`src/rtl/div_unit.sv`:
```
// -----------------------------------------------------------------------------
// div_unit
//   32-bit iterative integer divider for the RV32M DIV/DIVU/REM/REMU family.
//   Restoring radix-2 algorithm: one quotient bit per cycle, MSB first, so a
//   normal operation takes 32 CALC cycles followed by a one-cycle DONE.
//
//   Signed operations are run on magnitudes; the signs are re-applied when the
//   final result is registered. Divide-by-zero and signed overflow fall out of
//   the normal iteration with the required RV32M results. The only extra rule
//   is that the quotient is never negated for a zero divisor.
//
// Ports
//   clk_i     in   1   clock, all state updates on the rising edge
//   rst_ni    in   1   synchronous active-low reset
//   start_i   in   1   request, honoured only in IDLE
//   op_i      in   2   00 DIV, 01 DIVU, 10 REM, 11 REMU
//   rs1       in  32   dividend, captured on acceptance
//   rs2       in  32   divisor, captured on acceptance
//   busy_o    out  1   high from the cycle after acceptance through done_o
//   done_o    out  1   one-cycle pulse, data_out valid in that cycle
//   data_out  out 32   quotient or remainder, held until the next result
//
// Configuration
//   DIV_EARLY_OUT_EN  when defined, divide-by-zero and signed overflow skip
//                     CALC and go IDLE->DONE with the result one cycle after
//                     acceptance. When undefined there is no bypass logic.
//
// States
//   state | meaning
//   IDLE  | waiting for start_i
//   CALC  | one restoring iteration per cycle, 32 cycles
//   DONE  | result presented on data_out, done_o pulsed
// -----------------------------------------------------------------------------
module div_unit (
  input  logic        clk_i,
  input  logic        rst_ni,
  input  logic        start_i,
  input  logic [1:0]  op_i,
  input  logic [31:0] rs1,
  input  logic [31:0] rs2,
  output logic        busy_o,
  output logic        done_o,
  output logic [31:0] data_out
);

  typedef enum logic [1:0] {
    IDLE = 2'b00,
    CALC = 2'b01,
    DONE = 2'b10
  } state_t;

  state_t state_q, state_d;

  logic [5:0]  count_q;
  logic [31:0] rem_q;      // partial remainder
  logic [31:0] quo_q;      // dividend shifts out the top, quotient shifts in
  logic [31:0] divisor_q;  // divisor magnitude
  logic        op_rem_q;
  logic        neg_quo_q;
  logic        neg_rem_q;
  logic [31:0] data_q;

  logic        accept;
  logic        last_iter;
  logic        op_signed;
  logic [31:0] mag_rs1;
  logic [31:0] mag_rs2;

  logic [32:0] trial_a;
  logic [32:0] trial_b;
  logic [32:0] trial;
  logic [31:0] rem_nx;
  logic [31:0] quo_nx;
  logic [31:0] result;

  assign accept    = (state_q == IDLE) && start_i;
  assign last_iter = (state_q == CALC) && (count_q == 6'd31);
  assign op_signed = ~op_i[0];
  assign mag_rs1   = (op_signed && rs1[31]) ? (~rs1 + 32'd1) : rs1;
  assign mag_rs2   = (op_signed && rs2[31]) ? (~rs2 + 32'd1) : rs2;

`ifdef DIV_EARLY_OUT_EN
  logic        special;
  logic [31:0] special_result;

  // Divide-by-zero wins over overflow; they cannot both hold anyway.
  always_comb begin
    special        = 1'b0;
    special_result = 32'd0;
    if (rs2 == 32'd0) begin
      special        = 1'b1;
      special_result = op_i[1] ? rs1 : 32'hFFFF_FFFF;
    end else if (op_signed && (rs1 == 32'h8000_0000) && (rs2 == 32'hFFFF_FFFF)) begin
      special        = 1'b1;
      special_result = op_i[1] ? 32'd0 : 32'h8000_0000;
    end
  end
`endif

  // ---------------------------------------------------------------------------
  // FSM
  // ---------------------------------------------------------------------------
  always_ff @(posedge clk_i) begin
    if (!rst_ni) begin
      state_q <= IDLE;
    end else begin
      state_q <= state_d;
    end
  end

  always_comb begin
    state_d = state_q;
    busy_o  = 1'b0;
    done_o  = 1'b0;
    case (state_q)
      IDLE: begin
        if (start_i) begin
`ifdef DIV_EARLY_OUT_EN
          state_d = special ? DONE : CALC;
`else
          state_d = CALC;
`endif
        end
      end
      CALC: begin
        busy_o = 1'b1;
        if (count_q == 6'd31) begin
          state_d = DONE;
        end
      end
      DONE: begin
        busy_o  = 1'b1;
        done_o  = 1'b1;
        state_d = IDLE;
      end
      default: begin
        state_d = IDLE;
      end
    endcase
  end

  // ---------------------------------------------------------------------------
  // One restoring step. The remainder is always below the divisor, so the
  // shifted trial value is below twice the divisor and the 33-bit difference
  // lies in (-2^32, 2^32): bit 32 is a reliable borrow/sign flag.
  // ---------------------------------------------------------------------------
  always_comb begin
    trial_a = {rem_q, quo_q[31]};
    trial_b = {1'b0, divisor_q};
    trial   = trial_a + ~trial_b + 33'd1;
    if (!trial[32]) begin
      rem_nx = trial[31:0];
      quo_nx = {quo_q[30:0], 1'b1};
    end else begin
      rem_nx = trial_a[31:0];
      quo_nx = {quo_q[30:0], 1'b0};
    end
  end

  // Sign fix-up applied to the values produced by the final iteration.
  always_comb begin
    if (op_rem_q) begin
      result = neg_rem_q ? (~rem_nx + 32'd1) : rem_nx;
    end else begin
      result = neg_quo_q ? (~quo_nx + 32'd1) : quo_nx;
    end
  end

  // ---------------------------------------------------------------------------
  // Datapath registers
  // ---------------------------------------------------------------------------
  always_ff @(posedge clk_i) begin
    if (!rst_ni) begin
      count_q   <= 6'd0;
      rem_q     <= 32'd0;
      quo_q     <= 32'd0;
      divisor_q <= 32'd0;
      op_rem_q  <= 1'b0;
      neg_quo_q <= 1'b0;
      neg_rem_q <= 1'b0;
    end else if (accept) begin
      count_q   <= 6'd0;
      rem_q     <= 32'd0;
      quo_q     <= mag_rs1;
      divisor_q <= mag_rs2;
      op_rem_q  <= op_i[1];
      // A zero divisor must leave the all-ones quotient unnegated.
      neg_quo_q <= op_signed && (rs1[31] ^ rs2[31]) && (rs2 != 32'd0);
      neg_rem_q <= op_signed && rs1[31];
    end else if (state_q == CALC) begin
      count_q <= count_q + 6'd1;
      rem_q   <= rem_nx;
      quo_q   <= quo_nx;
    end
  end

  always_ff @(posedge clk_i) begin
    if (!rst_ni) begin
      data_q <= 32'd0;
`ifdef DIV_EARLY_OUT_EN
    end else if (accept && special) begin
      data_q <= special_result;
`endif
    end else if (last_iter) begin
      data_q <= result;
    end
  end

  assign data_out = data_q;

endmodule

```
`config.mk`:
```
export PLATFORM = sky130hd
export DESIGN_NAME = div_unit
export DESIGN_NICKNAME = d
export VERILOG_FILES = /design/src/rtl/div_unit.sv
export SDC_FILE = /design/constraint.sdc
export NUM_CORES = 1
export LEC_CHECK = 0
export ABC_CLOCK_PERIOD_IN_PS = 7760
export BUFFER_PORTS_ARGS = -buffer_cell sky130_fd_sc_hd__buf_4
export CAP_MARGIN = 20
export CORE_MARGIN = 2
export CORE_UTILIZATION = 54
export CTS_CLUSTER_SIZE = 40
export DETAILED_ROUTE_END_ITERATION = 10
export GPL_TIMING_DRIVEN = 0
export HOLD_SLACK_MARGIN = 0.02
export PLACE_DENSITY = 0.75
export SYNTH_ARGS = -nofsm -noshare
export SYNTH_HDL_FRONTEND = slang
export SYNTH_SLANG_ARGS = --single-unit
```
`constraint.sdc`:
```
create_clock -name clk_i -period 7.76 [get_ports clk_i]
set_clock_uncertainty 0.2 [all_clocks]
set_input_delay 1.552 -clock clk_i [delete_from_list [all_inputs] [get_ports clk_i]]
set_output_delay 1.552 -clock clk_i [all_outputs]
set_load 0.01 [all_outputs]
```
==> out/results.ini <==
[cts]
htree_levels = 4
cts_buffers = 17
post_cts_resized = 0
cts_tree = yes
post-cts-setup-buffers = 0
postCtsHoldBufs = 0
cts-root-buf = clkbuf_16
clk_pin_slew_worst_paths_ns = 0.07
clock_latency_ns = 0.43
clk_path_buf_depth = 2
cts_sinks = 139

[global_routing]
grt.overflow.total = 0
track_usage_pct = 34.2
grt_max_degree = 17
grt_pass1_wl_um = 58200
grt_pass1_vias = 10900
antenna_found_initial = 0

[critical_path]
crit_path_end_kind = flip-flop
cp_max_fo = 10
crit_arrival_ns = 7.36
critPathKind = flip-flop to flip-flop
cp-start-kind = flip-flop
crit_required_ns = 7.88

[sta]
rsz0062_at_grt = false
hold_viol = 0
max_freq_ghz = 0.138
fin_setup_tns_ns = 0
slew-limit-headroom_pct = 33.3
finalCritPeriodShare_pct = 93.3
worst_slew_pin_slew_ns = 1.00
finalCriticalPeriod_ns = 7.24
setup_viol = 0
slew_viol_final = 0

[synth]
yosys-top-cells-area = dfxtp_1, a211oi_1, nor2_1
synth-seq-cells = 139
ys.flop_type = dfxtp_1
synth_edf_count = 0
synth_area_leader_cell = dfxtp_1
synthArstFlopShare_pct = 0
netlist_area_um2 = 10900
ys_seq_area_share_pct = 25.5
netlist.area_leader.share_pct = 25.5
avgSynthCellArea_um2 = 7.61
synthDistinctLibCells = 80
synth_warnings = 0
synthCells = 1435
synth_nets = 1546

[cells_and_area]
final_cell_mix = nor2_1, dfxtp_1, o21ai_0
final_nets = 1667
final_common_cell = nor2_1
final_cells = 1839
post-route-util_pct = 62.9
n_antenna_cell = 0
drive_above_1_share_pct = 10.6
syn_to_final_growth_pct = 15.5

[detailed_routing]
vias = 11600
drtIter0Drc = 1137
vias_per_cell = 6.32
ant_nets = 0
wl_um = 37100
wire_per_inst_um = 20.1
detail_route.first_pass.iterations = 6
drc_errors = 0

[power]
vdd_drop_max_uv = 178
power.total_mw = 3.43
power_density_nw_per_um2 = 272
leakagePower_nw = 4.74

[placement]
portBuffers = 102
dp_hpwl_um = 29100
place_inst = 1807
place.gp.congestion = 0.989

[floorplan]
die_area_um2 = 21400
die_w_um = 146
fp.coreArea_um2 = 20000
num_rows = 52
dieHeight_um = 146
boundaryPins = 103
initial_core_util_pct = 54.5

[hold_path]
worstHoldPathType = flip-flop to flip-flop

[run_status]
status = finished clean

[flow_run]
maxCapViolCount = 0

[cells in the mapped netlist (all sizes together) (6+ instances only)]
cell    count
nor3       33
o211ai     10
xor2       66
a21oi      96
nand2     103
mux2i      59
clkbuf     71
dfxtp     139
nor2b      11
nor2      180
nor4       16
o41ai      12
and3       12
o21ai     110
nand2b     13
xnor2      59
a211oi     96
ha         41
a21o       11
nand3      10
a31oi      12
and2        9
o31ai      30
or2         9
inv        60
or3        17
nand4       9
and4        6
or4        14
a22oi       7
o21a       12
mux2        7
buf        13
a311oi     13
[area by class of cell]
cell class              count  area, µm²
clock inverters            13        130
well taps                 270        338
plain buffers              84        319
repair buffers            102        766
inverters                  60        225
clock buffers              19        453
fillers                  1927       7440
flip-flops and latches    139       2780
multi-input cells        1152       7590
[metal layers]
| metal | up-vias | share of wire, % | global-route usage, % | wire [µm] |
|---|---|---|---|---|
| met1 | 5437 | 44 | 47.4 | 16200 |
| met3 | 87 | 9.7 | 6.56 | 3610 |
| li1 | 5509 | - | - | - |
| met2 | 590 | 43 | 52.7 | 16000 |
| met5 | - | 0 | 0 | 0 |
| met4 | 0 | 3.4 | 13.1 | 1240 |
[stage by stage]
step                instance area [µm²]  hold slack (ns)  worst slack, ns
global placement                  12000            0.238            0.833
global route                      12600            0.274            0.266
detailed placement                12000            0.248            0.765
finish                            12600            0.255            0.519
CTS                               12600            0.255            0.727
floorplan                         10900            0.232             2.55
[worst max-delay path: stages (launching register included)]
cell,delay (ns)
dfxtp_1,0.33
inv_1,0.10
ha_1,0.18
inv_1,0.06
fa_1,0.43
a211oi_1,0.35
o211a_1,0.26
nor3_1,0.12
o311ai_1,0.36
a21oi_1,0.38
nor2_4,0.47
clkbuf_1,0.68
buf_1,0.81
mux2i_1,0.42
ha_1,0.33
inv_1,0.16
a2111o_1,0.36
o31ai_1,0.15
and4_1,0.39
a41oi_1,0.17
xor2_1,0.27
o21ai_0,0.11
[worst paths after layout]
kind | from | endpoint | slack [ns] | cells past startpoint
setup / recovery | quo_q[31]$_SDFFE_PN0P_ | data_out[28]$_SDFFE_PN0P_ | 0.52 | 21
hold / removal | divisor_q[26]$_SDFFE_PN0P_ | divisor_q[26]$_SDFFE_PN0P_ | 0.25 | 2
setup reg to reg | quo_q[31]$_SDFFE_PN0P_ | data_out[28]$_SDFFE_PN0P_ | 0.52 | 21
hold reg to reg | divisor_q[26]$_SDFFE_PN0P_ | divisor_q[26]$_SDFFE_PN0P_ | 0.25 | 2
[flip-flops by register name (all words and copies together) (netlist names)]
register   flops
data_out      32
state_q        2
rem_q         32
quo_q         32
op_rem_q       1
neg_quo_q      1
neg_rem_q      1
divisor_q     32
count_q        6
[cell families after synthesis]
| logic type | count (synthesis) | synth area share [%] |
|---|---|---|
| AOI/OAI and AO/OA | 461 | 28.2 |
| buffers and inverters | 144 | 4.99 |
| muxes | 66 | 6.17 |
| and+or+nand+nor | 458 | 20.2 |
| DFF | 139 | 25.5 |
| adders and majority gates | 42 | 4.88 |
| xor gates and xnor gates | 125 | 10.0 |
[power by group]
part / total (mW) / switching (mW) / internal [mW]
clock network: 0.825 / 0.359 / 0.466
logic: 1.75 / 1.14 / 0.610
registers: 0.850 / 0.0735 / 0.777
total: 3.43 / 1.58 / 1.85
No activity file was read; power rests on OpenSTA's default activity.
